==> config.mk <==
export PLATFORM = sky130hd
export DESIGN_NAME = parking_lot_multi_gate
export DESIGN_NICKNAME = d
export VERILOG_FILES = /design/src/rtl/parking_lot_multi_gate.sv
export SDC_FILE = /design/constraint.sdc
export NUM_CORES = 1
export LEC_CHECK = 0
export BUFFER_PORTS_ARGS = -buffer_cell sky130_fd_sc_hd__buf_4
export CORE_MARGIN = 10
export CORE_UTILIZATION = 52
export CTS_BUF_LIST = sky130_fd_sc_hd__clkbuf_8
export DETAILED_ROUTE_END_ITERATION = 16
export MAX_ROUTING_LAYER = met4
export PLACE_DENSITY_LB_ADDON = 0.2
export SLEW_MARGIN = 20
export SYNTH_ARGS = -nofsm -noshare
export SYNTH_HDL_FRONTEND = slang
export SYNTH_SLANG_ARGS = --single-unit
export TNS_END_PERCENT = 30
==> constraint.sdc <==
create_clock -name clk -period 3.4 [get_ports clk]
set_input_delay 0.51 -clock clk [delete_from_list [all_inputs] [get_ports clk]]
set_output_delay 0.51 -clock clk [all_outputs]
set_load 0.005 [all_outputs]
==> src/rtl/parking_lot_multi_gate.sv <==
// Multi-gate parking-lot occupancy counter with per-gate direction FSMs.
// Optional PARKING_SENSOR_SYNC_EN adds a 2-flop sensor synchronizer.
module parking_lot_multi_gate #(
    parameter int N_GATES  = 2,
    parameter int CAPACITY = 7,
    localparam int CW      = $clog2(CAPACITY + 1)
) (
    input  logic               clk,
    input  logic               reset,
    input  logic [N_GATES-1:0] sensor_a,
    input  logic [N_GATES-1:0] sensor_b,
    output logic [CW-1:0]      count,
    output logic               full,
    output logic               empty,
    output logic [N_GATES-1:0] entry_pulse,
    output logic [N_GATES-1:0] exit_pulse,
    output logic [N_GATES-1:0] seq_err,
    output logic               overflow,
    output logic               underflow
);

    localparam int SW = CW + 4;
    localparam logic [CW-1:0]        CAP_C = CW'(CAPACITY);
    localparam logic signed [SW-1:0] CAP_S = SW'(CAPACITY);

    typedef enum logic [2:0] {
        S_IDLE,
        S_IN1,
        S_IN2,
        S_IN3,
        S_OUT1,
        S_OUT2,
        S_OUT3,
        S_ERR
    } state_e;

    logic [N_GATES-1:0] sa;
    logic [N_GATES-1:0] sb;

`ifdef PARKING_SENSOR_SYNC_EN
    logic [N_GATES-1:0] a_s1_q, a_s1_d;
    logic [N_GATES-1:0] a_s2_q, a_s2_d;
    logic [N_GATES-1:0] b_s1_q, b_s1_d;
    logic [N_GATES-1:0] b_s2_q, b_s2_d;

    always_comb begin
        a_s1_d = sensor_a;
        a_s2_d = a_s1_q;
        b_s1_d = sensor_b;
        b_s2_d = b_s1_q;
    end

    always_ff @(posedge clk or negedge reset) begin
        if (!reset) begin
            a_s1_q <= '0;
            a_s2_q <= '0;
            b_s1_q <= '0;
            b_s2_q <= '0;
        end else begin
            a_s1_q <= a_s1_d;
            a_s2_q <= a_s2_d;
            b_s1_q <= b_s1_d;
            b_s2_q <= b_s2_d;
        end
    end

    assign sa = a_s2_q;
    assign sb = b_s2_q;
`else
    assign sa = sensor_a;
    assign sb = sensor_b;
`endif

    state_e             state_q [N_GATES];
    state_e             state_d [N_GATES];
    logic [N_GATES-1:0] entry_q, entry_d;
    logic [N_GATES-1:0] exit_q, exit_d;
    logic [N_GATES-1:0] err_q, err_d;

    always_comb begin
        logic [1:0] ab;
        entry_d = '0;
        exit_d  = '0;
        err_d   = err_q;
        ab      = 2'b00;
        for (int g = 0; g < N_GATES; g++) begin
            state_d[g] = state_q[g];
            ab = {sa[g], sb[g]};
            case (state_q[g])
                S_IDLE: begin
                    case (ab)
                        2'b10:   state_d[g] = S_IN1;
                        2'b01:   state_d[g] = S_OUT1;
                        2'b11:   state_d[g] = S_ERR;
                        default: ;
                    endcase
                end
                S_IN1: begin
                    case (ab)
                        2'b11:   state_d[g] = S_IN2;
                        2'b00:   state_d[g] = S_IDLE;
                        2'b01:   state_d[g] = S_ERR;
                        default: ;
                    endcase
                end
                S_IN2: begin
                    case (ab)
                        2'b01:   state_d[g] = S_IN3;
                        2'b10:   state_d[g] = S_IN1;
                        2'b00:   state_d[g] = S_ERR;
                        default: ;
                    endcase
                end
                S_IN3: begin
                    case (ab)
                        2'b00: begin
                            state_d[g] = S_IDLE;
                            entry_d[g] = 1'b1;
                        end
                        2'b11:   state_d[g] = S_IN2;
                        2'b10:   state_d[g] = S_ERR;
                        default: ;
                    endcase
                end
                S_OUT1: begin
                    case (ab)
                        2'b11:   state_d[g] = S_OUT2;
                        2'b00:   state_d[g] = S_IDLE;
                        2'b10:   state_d[g] = S_ERR;
                        default: ;
                    endcase
                end
                S_OUT2: begin
                    case (ab)
                        2'b10:   state_d[g] = S_OUT3;
                        2'b01:   state_d[g] = S_OUT1;
                        2'b00:   state_d[g] = S_ERR;
                        default: ;
                    endcase
                end
                S_OUT3: begin
                    case (ab)
                        2'b00: begin
                            state_d[g] = S_IDLE;
                            exit_d[g]  = 1'b1;
                        end
                        2'b11:   state_d[g] = S_OUT2;
                        2'b01:   state_d[g] = S_ERR;
                        default: ;
                    endcase
                end
                default: begin
                    if (ab == 2'b00) state_d[g] = S_IDLE;
                end
            endcase
            if (state_d[g] == S_ERR) err_d[g] = 1'b1;
        end
    end

    logic [CW-1:0]        count_q, count_d;
    logic                 ovf_q, ovf_d;
    logic                 unf_q, unf_d;
    logic [SW-1:0]        e_cnt;
    logic [SW-1:0]        x_cnt;
    logic signed [SW-1:0] next_s;

    // Net change from all gates is applied in one step so simultaneous
    // entry/exit cancel before any clamping.
    always_comb begin
        e_cnt = '0;
        x_cnt = '0;
        for (int g = 0; g < N_GATES; g++) begin
            e_cnt = e_cnt + SW'(entry_q[g]);
            x_cnt = x_cnt + SW'(exit_q[g]);
        end
        next_s  = $signed(SW'(count_q)) + $signed(e_cnt)
                - $signed(x_cnt);
        count_d = next_s[CW-1:0];
        ovf_d   = ovf_q;
        unf_d   = unf_q;
        if (next_s > CAP_S) begin
            count_d = CAP_C;
            ovf_d   = 1'b1;
        end else if (next_s[SW-1]) begin
            count_d = '0;
            unf_d   = 1'b1;
        end
    end

    always_ff @(posedge clk or negedge reset) begin
        if (!reset) begin
            for (int g = 0; g < N_GATES; g++) state_q[g] <= S_IDLE;
            entry_q <= '0;
            exit_q  <= '0;
            err_q   <= '0;
            count_q <= '0;
            ovf_q   <= 1'b0;
            unf_q   <= 1'b0;
        end else begin
            for (int g = 0; g < N_GATES; g++) state_q[g] <= state_d[g];
            entry_q <= entry_d;
            exit_q  <= exit_d;
            err_q   <= err_d;
            count_q <= count_d;
            ovf_q   <= ovf_d;
            unf_q   <= unf_d;
        end
    end

    assign count       = count_q;
    assign full        = (count_q == CAP_C);
    assign empty       = (count_q == '0);
    assign entry_pulse = entry_q;
    assign exit_pulse  = exit_q;
    assign seq_err     = err_q;
    assign overflow    = ovf_q;
    assign underflow   = unf_q;

endmodule
==> results of run 1 <==
[power by group through the flow]
stage                     clock [µW]  sequential (µW)  combinational [µW]
after floorplan                    0              300                 470
after global placement             0              389                 447
after detailed placement           0              392                 466
after CTS                        151              389                 473
after global routing             162              406                 539
final                            149              392                 471
[logic make-up after synthesis]
logic type	synth area share [%]
buf+inv	11.8
flops	34.4
fa+ha+maj	10.5
simple gates	18.0
xor+xnor	2.13
compound gates	23.1
[worst max path at each step]
stage / end / slack [ns] / depth (start not counted)
global route: count[1]$_DFF_PN0_ / 0.94 / 8
CTS: count[1]$_DFF_PN0_ / 1.12 / 8
floorplan: count[0]$_DFF_PN0_ / 1.26 / 8
finish: count[1]$_DFF_PN0_ / 1.08 / 8
detailed placement: count[1]$_DFF_PN0_ / 1.13 / 8
global placement: count[1]$_DFF_PN0_ / 1.21 / 8
[registers in the layout, indices dropped and copies added, names as in the netlist]
register,count
entry_pulse,2
overflow,1
exit_pulse,2
state_q,6
underflow,1
count,3
seq_err,2
[Yosys cell counts (all sizes together)]
cell,count
inv,19
nor3b,1
dfrtp,17
o221ai,1
nor2b,3
a211oi,2
ha,4
clkbuf,1
o21bai,2
or3,2
a2111oi,1
nor2,5
and3,1
nand2,7
o22a,1
clkinv,1
a22oi,1
and2,1
a221oi,1
o21a,1
a21oi,13
a211o,1
o32ai,1
o21ai,11
fa,4
xor2,3
o311ai,1
and2b,1
buf,9
nor3,9
or2,1
nand2b,5
a21boi,1
a31oi,1
nor4,1
o211ai,2
[critical path: stages (launching register included)]
cell     delay [ns]
dfrtp_1        0.40
fa_1           0.54
inv_1          0.05
fa_1           0.37
inv_1          0.07
ha_1           0.20
fa_1           0.20
xor2_1         0.24
a21oi_1        0.11
[stage by stage]
stage               power (µW)  utilization [%]  instance area, µm²
finish                    1010             61.8                1380
global route              1110             61.8                1380
CTS                       1010             61.8                1380
detailed placement         859             59.8                1340
global placement           836             59.8                1340
floorplan                  770                -                1230
[metal layers]
| metal | vias to the layer above | global-route usage [%] | part of all wire (%) |
|---|---|---|---|
| met5 | - | - | 0 |
| met4 | 0 | 3.94 | 1.1 |
| met3 | 5 | 3.70 | 8.4 |
| met2 | 20 | 18.8 | 49 |
| met1 | 480 | 13.2 | 42 |
| li1 | 481 | - | - |
[layout by cell type (no fill, tap or decap), types with 2 or more instances in the layout]
master	instances
fa_1	4
or3_1	2
nand2_1	6
nand2b_1	4
nor3_1	8
clkbuf_8	3
a21oi_1	13
o211ai_1	2
nor2b_1	2
nor2_1	5
dfrtp_1	17
a211oi_1	2
o21ai_1	5
inv_1	20
xor2_1	3
ha_1	4
buf_4	18
o21ai_0	6
[layout make-up]
type,count,area [µm²],share of cell area (%)
inverters,20,75.1,5.44
flip-flops and latches,17,425,30.8
clock inverters,1,3.75,0.272
multi-input cells,89,664,48.1
repair buffers,18,135,9.79
clock buffers,3,41.3,2.99
well taps,28,35.0,2.54
==> flow_summary.json, run 1 <==
{
  "criticalPathCategory": "register to register",
  "r2r_start": "entry_pulse[0]$_DFF_PN0_",
  "power_frac_comb_pct": 46.6,
  "synth_area_per_cell_um2": 9.08,
  "p_clk_share_pct": 14.7,
  "synth_cell_type_count": 44,
  "dp_hpwl_um": 1860,
  "rows": 17,
  "holdWs_ns": 0.0999,
  "synth-seq-cells": 17,
  "grt_usage_pct": 11.6,
  "cts_tree": "yes",
  "synth_fp_nets": 150,
  "first_pass_iters": 4,
  "stdcell_count": 176,
  "initial_core_util_pct": 55.3,
  "slew_headroom_pct": 69.4,
  "area_growth_pct": 11.8,
  "die_w_um": 68.7,
  "hold_path.class": "input pin to async pin",
  "syn_area_mm2": 0.00123,
  "p_int_uw": 571,
  "synth_top_area_share_pct": 34.4,
  "num-fill-cells": 194,
  "vias": 986,
  "dieHeight_um": 68.7,
  "layout_setup_ws_ns": 1.08,
  "drive_gt1_share_pct": 20.3,
  "worstPathArrival_ns": 2.44,
  "drt-total-wl_um": 2440,
  "crit_fanout": 3,
  "clkSinkCount": 17,
  "route.detailed.drc": 0,
  "pre_cts_slack_ns": 1.13,
  "setup_viol": 0,
  "synth_area_leaders": "dfrtp_1 34%, fa_1 6.5%, inv_1 5.8%",
  "grt_pass1_vias": 951,
  "h-tree-depth": 1,
  "setup_tns_ns": 0,
  "timing.rr.end": "count[1]$_DFF_PN0_",
  "core_area_mm2": 0.00223,
  "p_sw_uw": 440,
  "finalCritPeriodShare_pct": 68.3,
  "overflow": 0,
  "diodes": 0,
  "cts_resized": 0,
  "drv_slew": 0,
  "final_net_count": 163,
  "clock_latency_ns": 0.25,
  "place_congestion": 0.781,
  "skew_ns": 0.00746,
  "grt_pass1_wl_um": 4160,
  "switching_share_pct": 43.5,
  "p_seq_share_pct": 38.7,
  "min_period_ns": 2.32,
  "avgRoutedWirePerCell_um": 13.9,
  "io_buffers": 18,
  "endpoint_kind": "register",
  "rr_worst_depth": 8,
  "cts_made_buffers": 3,
  "cts_setup_buffers": 0,
  "grt_antenna_before_repair": 0,
  "ys_seq_area_share_pct": 34.4,
  "root_buffer": "clkbuf_8",
  "drt-vias-per-instance": 5.60,
  "crit_start": "entry_pulse[0]$_DFF_PN0_",
  "dp_cells": 172,
  "ant_nets": 0,
  "floorplan.io_pins": 19,
  "cts.reportedPaths.clkPinSlew_ns": 0.07,
  "synthCells": 136,
  "tightest_slew_ns": 0.455,
  "dieArea_mm2": 0.00472,
  "crit_required_ns": 3.52,
  "rsz0062_at_grt": "false",
  "vdd_drop_max_v": 0.000501,
  "grt_max_degree": 18,
  "start_kind": "register",
  "status": "complete, no violations",
  "p_per_area_mw_per_mm2": 733,
  "drt-initial-drc-count": 43,
  "maxCapViolCount": 0,
  "max_freq_mhz": 430,
  "p_leak_uw": 0.000630,
  "final_hold_viol_count": 0,
  "cts.path.max_buffers": 2,
  "yosysWarnings": 0,
  "ctsHoldBuffers": 0,
  "synth_largest_area_cell": "dfrtp_1",
  "rrSetupSlack_ns": 1.08
}
(Power assumes the default switching activity.)
==> inputs of run 2 (changes only) <==
clock period = 2.1 ns   (was 3.4 ns; I/O delays follow)
==> run 2 against run 1 <==
The run now ends with negative setup slack left. Sequential share of layout area shrank 1.3 points. Fmax grew 8.3%. First-iteration DRC count shrank 28%. Clock skew shrank 0.0041 ns. Critical endpoint unchanged.
==> flow_summary.json, run 2 (synthesized netlist as in run 1, its figures left out) <==
{
  "min_period_ns": 2.14,
  "stdcell_count": 180,
  "regMostFlops": "state_q",
  "drt-total-wl_um": 2490,
  "timing.hold.worst_path_depth": 2,
  "ant_nets": 0,
  "path_depth": 9,
  "maxCapViolCount": 0,
  "final_util_pct": 64.5,
  "crit_fanout": 3,
  "first_pass_iters": 4,
  "dieArea_mm2": 0.00472,
  "floorplan.io_pins": 19,
  "drv_slew": 0,
  "place_congestion": 0.877,
  "switching_share_pct": 43.1,
  "vdd_drop_max_v": 0.000810,
  "drt-vias-per-instance": 5.38,
  "die_w_um": 68.7,
  "drt-initial-drc-count": 31,
  "crit_path_top_delay_cell": "fa_1",
  "final_common_cell": "buf_4",
  "cts.reportedPaths.clkPinSlew_ns": 0.07,
  "dp_hpwl_um": 1840,
  "layout_common_cells": "21 x buf_4, 17 x dfrtp_1, 16 x inv_1",
  "failed_checks": "negative setup slack",
  "setup_viol": 4,
  "grt_antenna_before_repair": 0,
  "tightest_slew_ns": 0.424,
  "p_sw_uw": 728,
  "grt_usage_pct": 11.3,
  "crit_chain": "inv_2 -> fa_1 -> inv_1 -> fa_2 -> inv_2 -> ha_4 -> fa_2 -> xor2_2 -> a21oi_1",
  "diodes": 0,
  "gr-usage-met2_pct": 17.4,
  "max_freq_mhz": 466,
  "cp_top_family": "adder cells",
  "area_growth_pct": 16.7,
  "power_frac_comb_pct": 48.0,
  "critPathMaxStageDelay_ns": 0.53,
  "p_int_uw": 960,
  "dieHeight_um": 68.7,
  "initial_core_util_pct": 55.3,
  "status": "finished with violations",
  "power_uw": 1690,
  "io_buffers": 18,
  "start_kind": "register",
  "busiest_layer": "met2",
  "p_leak_uw": 0.000647,
  "grt_max_degree": 18,
  "avgRoutedWirePerCell_um": 13.8,
  "p_clk_share_pct": 14.3,
  "route.detailed.drc": 0,
  "core_area_mm2": 0.00223,
  "dp_cells": 174,
  "p_per_area_mw_per_mm2": 1170,
  "grtUsageMet3_pct": 4.51,
  "h-tree-depth": 1,
  "crit_required_ns": 2.23,
  "clkSinkCount": 17,
  "drive_gt1_share_pct": 27.6,
  "worstPathArrival_ns": 2.27,
  "cts_tree": "yes",
  "seq_area_um2": 425,
  "layout_setup_ws_ns": -0.0450,
  "rsz0062_at_grt": "true",
  "skew_ns": 0.00339,
  "vias": 968,
  "endpoint_kind": "register",
  "grt_pass1_wl_um": 4020,
  "final_net_count": 167,
  "final_hold_viol_count": 0,
  "criticalPathCategory": "register to register",
  "holdWs_ns": 0.339,
  "grt_pass1_vias": 920,
  "overflow": 0,
  "multi_input_area_um2": 692,
  "crit_buf_inv": 3,
  "rr_worst_depth": 9,
  "largest_register_ffs": 6,
  "slew_headroom_pct": 71.7,
  "cts.path.max_buffers": 2,
  "p_seq_share_pct": 37.7,
  "use_met1_pct": 13.7,
  "num-fill-cells": 185,
  "hold_path.class": "input pin to register",
  "cts_made_buffers": 3,
  "finalCritPeriodShare_pct": 102,
  "clock_latency_ns": 0.25,
  "rows": 17,
  "root_buffer": "clkbuf_8"
}
run 2: cell types whose count changed in the layout (fill, tap and decap cells not counted), sizes merged:
cell         delta
buf             +3
clkinv          +1
dlygate4sd3     +1
inv             -1
run 2: timing repair:
item,CTS,global route
pin swaps,2,1
hold endpoints to repair,17,0
endpoints found under the setup margin,5,5
buffers inserted,0,1
hold buffers,1,0
resized for setup,3,2
run 2: routing by layer:
layer	vias to the layer above	share of wire [%]
met5	-	0
met4	0	0.32
met3	2	7.6
met2	28	45
met1	452	47
li1	486	-
run 2: worst reg2reg max path, cell delays in order, from the launching register on:
cell and delay, ns:
dfrtp_1 0.37, inv_2 0.05, fa_1 0.53, inv_1 0.05, fa_2 0.33, inv_2 0.08, ha_4 0.14, fa_2 0.21
xor2_2 0.19, a21oi_1 0.09
run 2: per-stage QoR:
| stage | setup WS [ns] | TNS (ns) | area, µm² |
|---|---|---|---|
| floorplan | 0.000907 | 0 | 1250 |
| global placement | -0.0219 | -0.0540 | 1370 |
| detailed placement | -0.0773 | -0.241 | 1370 |
| CTS | -0.0303 | -0.0675 | 1430 |
| global route | -0.145 | -0.510 | 1440 |
| finish | -0.0450 | -0.119 | 1440 |
run 2: area by class of cell:
type,instances,area share (%)
clock buffers,3,2.86
multi-input cells,89,48.0
flip-flops and latches,17,29.5
well taps,28,2.43
repair buffers,22,11.6
inverters,20,5.21
clock inverters,1,0.347
run 2: power groups by stage:
| stage | Clock (µW) | Sequential (µW) | Combinational (µW) |
|---|---|---|---|
| 5_1_grt | 265 | 663 | 921 |
| 3_5_place_dp | 0 | 636 | 779 |
| 3_3_place_gp | 0 | 628 | 753 |
| 4_1_cts | 250 | 632 | 803 |
| 2_1_floorplan | 0 | 488 | 779 |
| 6_report | 241 | 636 | 810 |
run 2: final timing paths:
| check | from | to | slack (ns) |
|---|---|---|---|
| worst max-delay path | exit_pulse[1]$_DFF_PN0_ | count[1]$_DFF_PN0_ | -0.04 |
| worst min-delay path | sensor_b[0] | state_q[4]$_DFF_PN0_ | 0.34 |
| worst max register to register | exit_pulse[1]$_DFF_PN0_ | count[1]$_DFF_PN0_ | -0.04 |
| worst min register to register | seq_err[0]$_DFFE_PN0N_ | seq_err[0]$_DFFE_PN0N_ | 0.47 |
| max in group asynchronous | reset | exit_pulse[0]$_DFF_PN0_ | 1.44 |
| min in group asynchronous | reset | state_q[0]$_DFF_PN0_ | 0.47 |
